--- src/rtl/instr_fetch_ctrl_pkg.sv ---
// Shared definitions for the fetch controller: state encoding and the address/data
// widths used by the Program Counter and the execution unit.
package instr_fetch_ctrl_pkg;

   localparam int AW_DEF = 16;
   localparam int DW_DEF = 16;

   typedef enum logic [1:0] {
      S_IDLE = 2'd0,
      S_REQ  = 2'd1,
      S_FULL = 2'd2,
      S_DROP = 2'd3
   } fetch_state_t;

   // Entry state: fetch immediately unless the core is held halted.
   function automatic fetch_state_t boot_state(input logic halt_i);
      fetch_state_t st;
      if (halt_i) begin
         st = S_IDLE;
      end else begin
         st = S_REQ;
      end
      return st;
   endfunction

endpackage

--- src/rtl/instr_fetch_ctrl.sv ---
// Fetch controller: issues reads at the PC, holds one instruction in the IR,
// drives PC increment/load and squashes fetches made stale by taken branches.
module instr_fetch_ctrl
   import instr_fetch_ctrl_pkg::*;
#(
   parameter int AW = AW_DEF,
   parameter int DW = DW_DEF
) (
   input  logic          clk,
   input  logic          reset,
   input  logic [AW-1:0] pc_out,
   output logic          pc_inc,
   output logic          pc_ld,
   output logic [AW-1:0] pc_in,
   output logic          mem_rd_req,
   output logic [AW-1:0] mem_addr,
   input  logic          mem_rd_ack,
   input  logic [DW-1:0] mem_rd_data,
   output logic          ir_valid,
   output logic [DW-1:0] ir_out,
   output logic [AW-1:0] ir_pc,
   input  logic          ir_ready,
   input  logic          br_taken,
   input  logic [AW-1:0] br_target,
   input  logic          halt,
   output logic [15:0]   fetch_cnt
);

   fetch_state_t  state_r;
   fetch_state_t  state_s;
   fetch_state_t  next_state_s;
   logic          boot_done_r;
   logic          pc_inc_s;
   logic          mem_rd_req_s;
   logic          capture_s;
   logic          accept_s;
   logic          flush_s;
   logic          ir_valid_r;
   logic [DW-1:0] ir_out_r;
   logic [AW-1:0] ir_pc_r;
   logic [15:0]   fetch_cnt_r;

   // Next-state and strobe decode; before the first edge after reset the
   // effective state tracks halt so the entry state never needs an async load.
   always_comb begin
      if (boot_done_r) begin
         state_s = state_r;
      end else begin
         state_s = boot_state(halt);
      end
      next_state_s = state_s;
      pc_inc_s     = 1'b0;
      mem_rd_req_s = 1'b0;
      capture_s    = 1'b0;
      accept_s     = 1'b0;
      flush_s      = 1'b0;
      case (state_s)
         S_IDLE: begin
            if (!halt) begin
               next_state_s = S_REQ;
            end else begin
               next_state_s = S_IDLE;
            end
         end
         S_REQ: begin
            mem_rd_req_s = 1'b1;
            if (mem_rd_ack && !br_taken) begin
               pc_inc_s     = 1'b1;
               capture_s    = 1'b1;
               next_state_s = S_FULL;
            end else if (!mem_rd_ack && br_taken) begin
               next_state_s = S_DROP;
            end else begin
               next_state_s = S_REQ;
            end
         end
         S_FULL: begin
            if (br_taken) begin
               flush_s      = 1'b1;
               next_state_s = boot_state(halt);
            end else if (ir_ready) begin
               accept_s     = 1'b1;
               next_state_s = boot_state(halt);
            end else begin
               next_state_s = S_FULL;
            end
         end
         S_DROP: begin
            mem_rd_req_s = 1'b1;
            if (mem_rd_ack) begin
               next_state_s = boot_state(halt);
            end else begin
               next_state_s = S_DROP;
            end
         end
         default: begin
            next_state_s = boot_state(halt);
         end
      endcase
   end

   // Strobes are held off while reset is asserted so an abandoned request drops at once.
   assign mem_rd_req = mem_rd_req_s & reset;
   assign pc_inc     = pc_inc_s & reset;
   assign pc_ld      = br_taken & reset;
   assign pc_in      = br_target;
   assign mem_addr   = pc_out;
   assign ir_valid   = ir_valid_r;
   assign ir_out     = ir_out_r;
   assign ir_pc      = ir_pc_r;
   assign fetch_cnt  = fetch_cnt_r;

   // FSM state register.
   always_ff @(posedge clk or negedge reset) begin
      if (!reset) begin
         state_r     <= S_IDLE;
         boot_done_r <= 1'b0;
      end else begin
         state_r     <= next_state_s;
         boot_done_r <= 1'b1;
      end
   end

   // Instruction register: load on a clean fetch, invalidate on accept or flush.
   always_ff @(posedge clk or negedge reset) begin
      if (!reset) begin
         ir_valid_r <= 1'b0;
         ir_out_r   <= '0;
         ir_pc_r    <= '0;
      end else if (capture_s) begin
         ir_valid_r <= 1'b1;
         ir_out_r   <= mem_rd_data;
         ir_pc_r    <= pc_out;
      end else if (accept_s || flush_s) begin
         ir_valid_r <= 1'b0;
      end else begin
         ir_valid_r <= ir_valid_r;
      end
   end

   // Count of instructions handed to execute; wraps naturally.
   always_ff @(posedge clk or negedge reset) begin
      if (!reset) begin
         fetch_cnt_r <= 16'h0000;
      end else if (accept_s) begin
         fetch_cnt_r <= fetch_cnt_r + 16'h0001;
      end else begin
         fetch_cnt_r <= fetch_cnt_r;
      end
   end

endmodule

--- config.mk ---
export PLATFORM = sky130hd
export DESIGN_NAME = instr_fetch_ctrl
export DESIGN_NICKNAME = d
export VERILOG_FILES = /design/src/rtl/instr_fetch_ctrl_pkg.sv /design/src/rtl/instr_fetch_ctrl.sv
export SDC_FILE = /design/constraint.sdc
export NUM_CORES = 1
export LEC_CHECK = 0
export ABC_AREA = 0
export CORE_MARGIN = 1.5
export CORE_UTILIZATION = 32
export DETAILED_ROUTE_END_ITERATION = 16
export PLACE_DENSITY = 0.73
export SETUP_SLACK_MARGIN = 0.3
export SYNTH_ARGS = -nofsm -noshare
export SYNTH_HDL_FRONTEND = slang
export SYNTH_SLANG_ARGS = --single-unit
--- constraint.sdc ---
create_clock -name clk -period 2.5 [get_ports clk]
set_clock_uncertainty 0.1 [all_clocks]
set_input_delay 0.25 -clock clk [delete_from_list [all_inputs] [get_ports clk]]
set_output_delay 0.25 -clock clk [all_outputs]
set_load 0.01 [all_outputs]
## Word level (Yosys, flattened, before mapping)

Index checks and enable logic that the tools add are counted.

- Add/subtract/negate cells: 1
- Equality and inequality tests: 3
- Multiplexer cells: 18
- Bitwise logic cells: 3
- Reduce and logical (&&, ||, !) cells: 8

Operator list:

| operator | number |
|---|---|
| 16-bit by 1-bit adder with 16-bit output, second input constant | 1 |
| 2-bit 2-to-1 mux | 6 |
| 1-bit 2-to-1 mux | 11 |
| 2-bit one-hot mux with 4 select lines | 1 |
| 2-bit == test, second input constant | 2 |
| 1-bit AND | 3 |
| 2-bit by 1-bit == test with 1-bit output, second input constant | 1 |
| 1-bit logical AND | 2 |
| 1-bit logical NOT | 2 |
| 2-bit logical NOT | 1 |
| 2-bit nonzero test | 1 |
| 2-bit OR reduction | 1 |
| 1-bit logical OR | 1 |

- Bits in registers: 52
- Input bits: 54
- Output and inout bits: 84
- Word-level logic and storage cells: 39

## Depth between registers and ports, before layout

- Depth in word-level cells: 7
- Depth in mapped cells: 6
- Mapped depth without buffers: 5

## Worst setup path after synthesis

No wires, ideal clock.

- Path kind: register -> register
- Start point: register state_r[0]
- End point: register ir_out_r[0], in the netlist ir_out[0]
- Arrival: 1.458 ns
- Slack: 0.817 ns
- Cell stages (with the launch flop): 5
- Path buffers: 1
- Clock period less this slack: 1.683 ns
- Path through: dfrtp_1 and3b_1 o21ai_2 buf_4 mux2_2

- Longest elaborated chain between the ends: 3

RTL lines:

| element | RTL line | text |
|---|---|---|
| start, declared | instr_fetch_ctrl.sv:29 | `fetch_state_t state_r;` |
| start signal, assigned | instr_fetch_ctrl.sv:119 | `state_r <= next_state_s;` |
| 2-bit 2-to-1 mux | instr_fetch_ctrl.sv:46 | `if (boot_done_r) begin` |
| 2-bit by 1-bit == test with 1-bit output | instr_fetch_ctrl.sv:57 | `case (state_s)` |
| 1-bit 2-to-1 mux | instr_fetch_ctrl.sv:57 |  |
| end signal, assigned | instr_fetch_ctrl.sv:132 | `ir_out_r <= mem_rd_data;` |
| end, declared | instr_fetch_ctrl.sv:39 | `logic [DW-1:0] ir_out_r;` |

Every way passes these cells.
A chain may end at the register's enable or synchronous reset.

## Worst setup path in the final report

- Start point: register boot_done_r
- End point: output pc_inc

- Longest elaborated chain between the ends: 4

RTL lines:

| element | RTL line | text |
|---|---|---|
| start, declared | instr_fetch_ctrl.sv:32 | `logic boot_done_r;` |
| start signal, assigned | instr_fetch_ctrl.sv:117 | `boot_done_r <= 1'b0;` |
| start signal, assigned | instr_fetch_ctrl.sv:120 | `boot_done_r <= 1'b1;` |
| 2-bit 2-to-1 mux | instr_fetch_ctrl.sv:46 |  |
| 2-bit by 1-bit == test with 1-bit output | instr_fetch_ctrl.sv:57 |  |
| 1-bit 2-to-1 mux | instr_fetch_ctrl.sv:57 |  |
| 1-bit AND | instr_fetch_ctrl.sv:104 | `assign pc_inc = pc_inc_s & reset;` |
| end, declared | instr_fetch_ctrl.sv:12 | `output logic pc_inc,` |

Every way passes these cells.

==> impl_metrics.toml <==
[cells_and_area]
multiInputGateArea_um2 = 833
drive_gt1_share_pct = 19.0
nets = 323
fin_area_mm2 = 0.00344
fill_cells = 688
antennaDiodeCount = 0
instances_no_fill = 367
area_growth_pct = 43.8
seqCellArea_mm2 = 0.00130

[sta]
tns_ns = 0
grt_setup_unrepaired = "false"
tightest_slew_ns = 0.652
hold_viol = 52
timing.hold.ws_ns = -0.0204
period_share_pct = 82.4
worst_slack_ns = 0.439
finalCriticalPeriod_ns = 2.06
setup_violations = 0
report.final.slew_viol_count = 0
max_slew_margin_pct = 56.6
fmax_mhz = 485

[worst_setup_path]
endpoint_kind = "output port"
critPathArrivalTime_ns = 1.71
required_ns = 2.15
crit_fanout = 6
crit_path_start_kind = "flop"
path_class = "flop to output port"

[detailed_routing]
via_per_inst = 4.51
wl_um = 4920
drtIter0Drc = 31
drtPass1Iterations = 4
postRouteAntennaNets = 0
avgRoutedWirePerCell_um = 13.4
vias = 1657
drc = 0

[logic_synthesis]
netlist-cell-type-count = 28
ys_top_cells_by_area = "dfrtp_1, mux2_2, buf_4"
async_flop_share_pct = 100
synth_cells = 187
synth_most_common_cell = "dfrtp_1"
yosys.area.top_type = "dfrtp_1"
synth_edf_count = 0
yosys_warnings = 0
synth_top_area_share_pct = 54.4
synthFlopType = "dfrtp_1"
synth-seq-cells = 52
synth_area_per_cell_um2 = 12.8
synth_seq_area_share_pct = 54.4
synth_fp_nets = 243
ys_top_cells_by_count = "dfrtp_1, buf_4, mux2_2, nor2_1, xnor2_1"
syn-cell-area_mm2 = 0.00239

[clocking]
insertion_delay_ns = 0.29
clk_pin_slew_worst_paths_ns = 0.09
cts_tree = "built"
root_buffer = "clkbuf_8"
hold_buffers = 0
cts_max_level = 2
cts_made_buffers = 5
cts_buffer_depth = 2
clkSinkCount = 52

[power_and_ir_drop]
power_density_mw_per_mm2 = 715
peakVddDrop_v = 0.000358
p_leak_nw = 1.48
finalPower_mw = 2.46

[global_route]
grt_overflow = 0
antenna_found_initial = 0
grt_pass1_vias = 1614
grt_max_degree = 53
grtUsageTotal_pct = 12.2
grt_pass1_wl_um = 7320

[floorplanning]
rows = 31
start_util_pct = 33.0
fp.dieH_um = 89.5
coreArea_mm2 = 0.00725
ios = 138
die_w_um = 89.5
die-area_mm2 = 0.00801

[hold_path]
holdCritPathClass = "primary input to async pin"

[place]
post-place-cells = 358
dp.final_hpwl_um = 3770
place_ws_ns = 0.233
io_buffers = 105
place_area_mm2 = 0.00332
gp_congestion = 0.761

[run]
max_cap_violations = 0

[status]
violations = "hold timing"
status = "complete, but fails checks"
==> critical path: stages (launching register included) <==
cell             delay, ns
dfrtp_1               0.45
and3b_2               0.27
o21ai_4               0.06
nor2_1                0.08
clkdlybuf4s50_1       0.56
==> report_power, final <==
part,switching (mW),total (mW),internal (mW),leakage (nW)
sequential,0.107,1.12,1.02,0.642
clock,0.258,0.555,0.297,0.0552
combinational,0.274,0.784,0.510,0.782
==> cell usage in the layout, fill, tap and decap left out, types with 2 or more instances in the layout <==
cell type / instances
nand3_1: 8
ha_1: 2
buf_4: 3
xor2_1: 6
and3_1: 6
o31ai_1: 2
clkdlybuf4s50_1: 104
nand4_1: 3
xnor2_1: 9
a21oi_1: 2
clkbuf_8: 5
nor2_1: 8
inv_1: 2
dfrtp_1: 52
nand2_1: 4
mux2_2: 33
==> logic make-up after synthesis <==
family,share of synthesized area [%]
adders and majority gates,1.05
AOI/OAI and AO/OA,2.20
and+or+nand+nor,9.93
muxes,15.5
buffers and inverters,11.3
other,0.157
xor gates and xnor gates,5.49
DFF,54.4
==> timing repair <==
item / 4_1_cts / 5_1_grt
pin swaps: 1 / 0
resized for setup: 1 / 1
setup buffers: 1 / 0
endpoints found under the setup margin: 1 / 1
==> metrics by stage <==
stage               util (%)  hold slack (ns)
floorplan                  -           -0.146
global placement        45.8            0.336
detailed placement      45.8            0.341
CTS                     47.4          0.00912
global route            47.5           0.0519
finish                  47.5          -0.0204
==> registers in the layout (all words and copies together) (netlist names) <==
signal       count
fetch_cnt       16
ir_out          16
ir_pc           16
state_r          2
boot_done_r      1
ir_valid         1
==> per-layer routing <==
layer	track usage (%)	vias up	wire length, um
met5	0	-	0
met4	3.78	0	74
met3	3.97	11	412
met2	20.1	72	2320
met1	15.2	808	2120
li1	-	766	-
==> worst paths after layout <==
check | from | endpoint | slack, ns | depth (start not counted)
max | boot_done_r | pc_inc | 0.44 | 4
min | reset | ir_out[5] | -0.02 | 2
max reg2reg | state_r[0] | ir_pc[1] | 0.51 | 5
min reg2reg | fetch_cnt[15] | fetch_cnt[15] | 0.38 | 1
max in group asynchronous | reset | ir_valid | 1.89 | 2
min in group clk | fetch_cnt[15] | fetch_cnt[15] | 0.38 | 1
==> final cells by class <==
type / count / area share, %
multi-input cells: 98 / 24.2
clock buffers: 6 / 2.11
clock inverters: 2 / 1.02
flip-flops and latches: 52 / 37.8
repair buffers: 108 / 31.0
well taps: 99 / 3.60
inverters: 2 / 0.218
(Power assumes the default switching activity.)
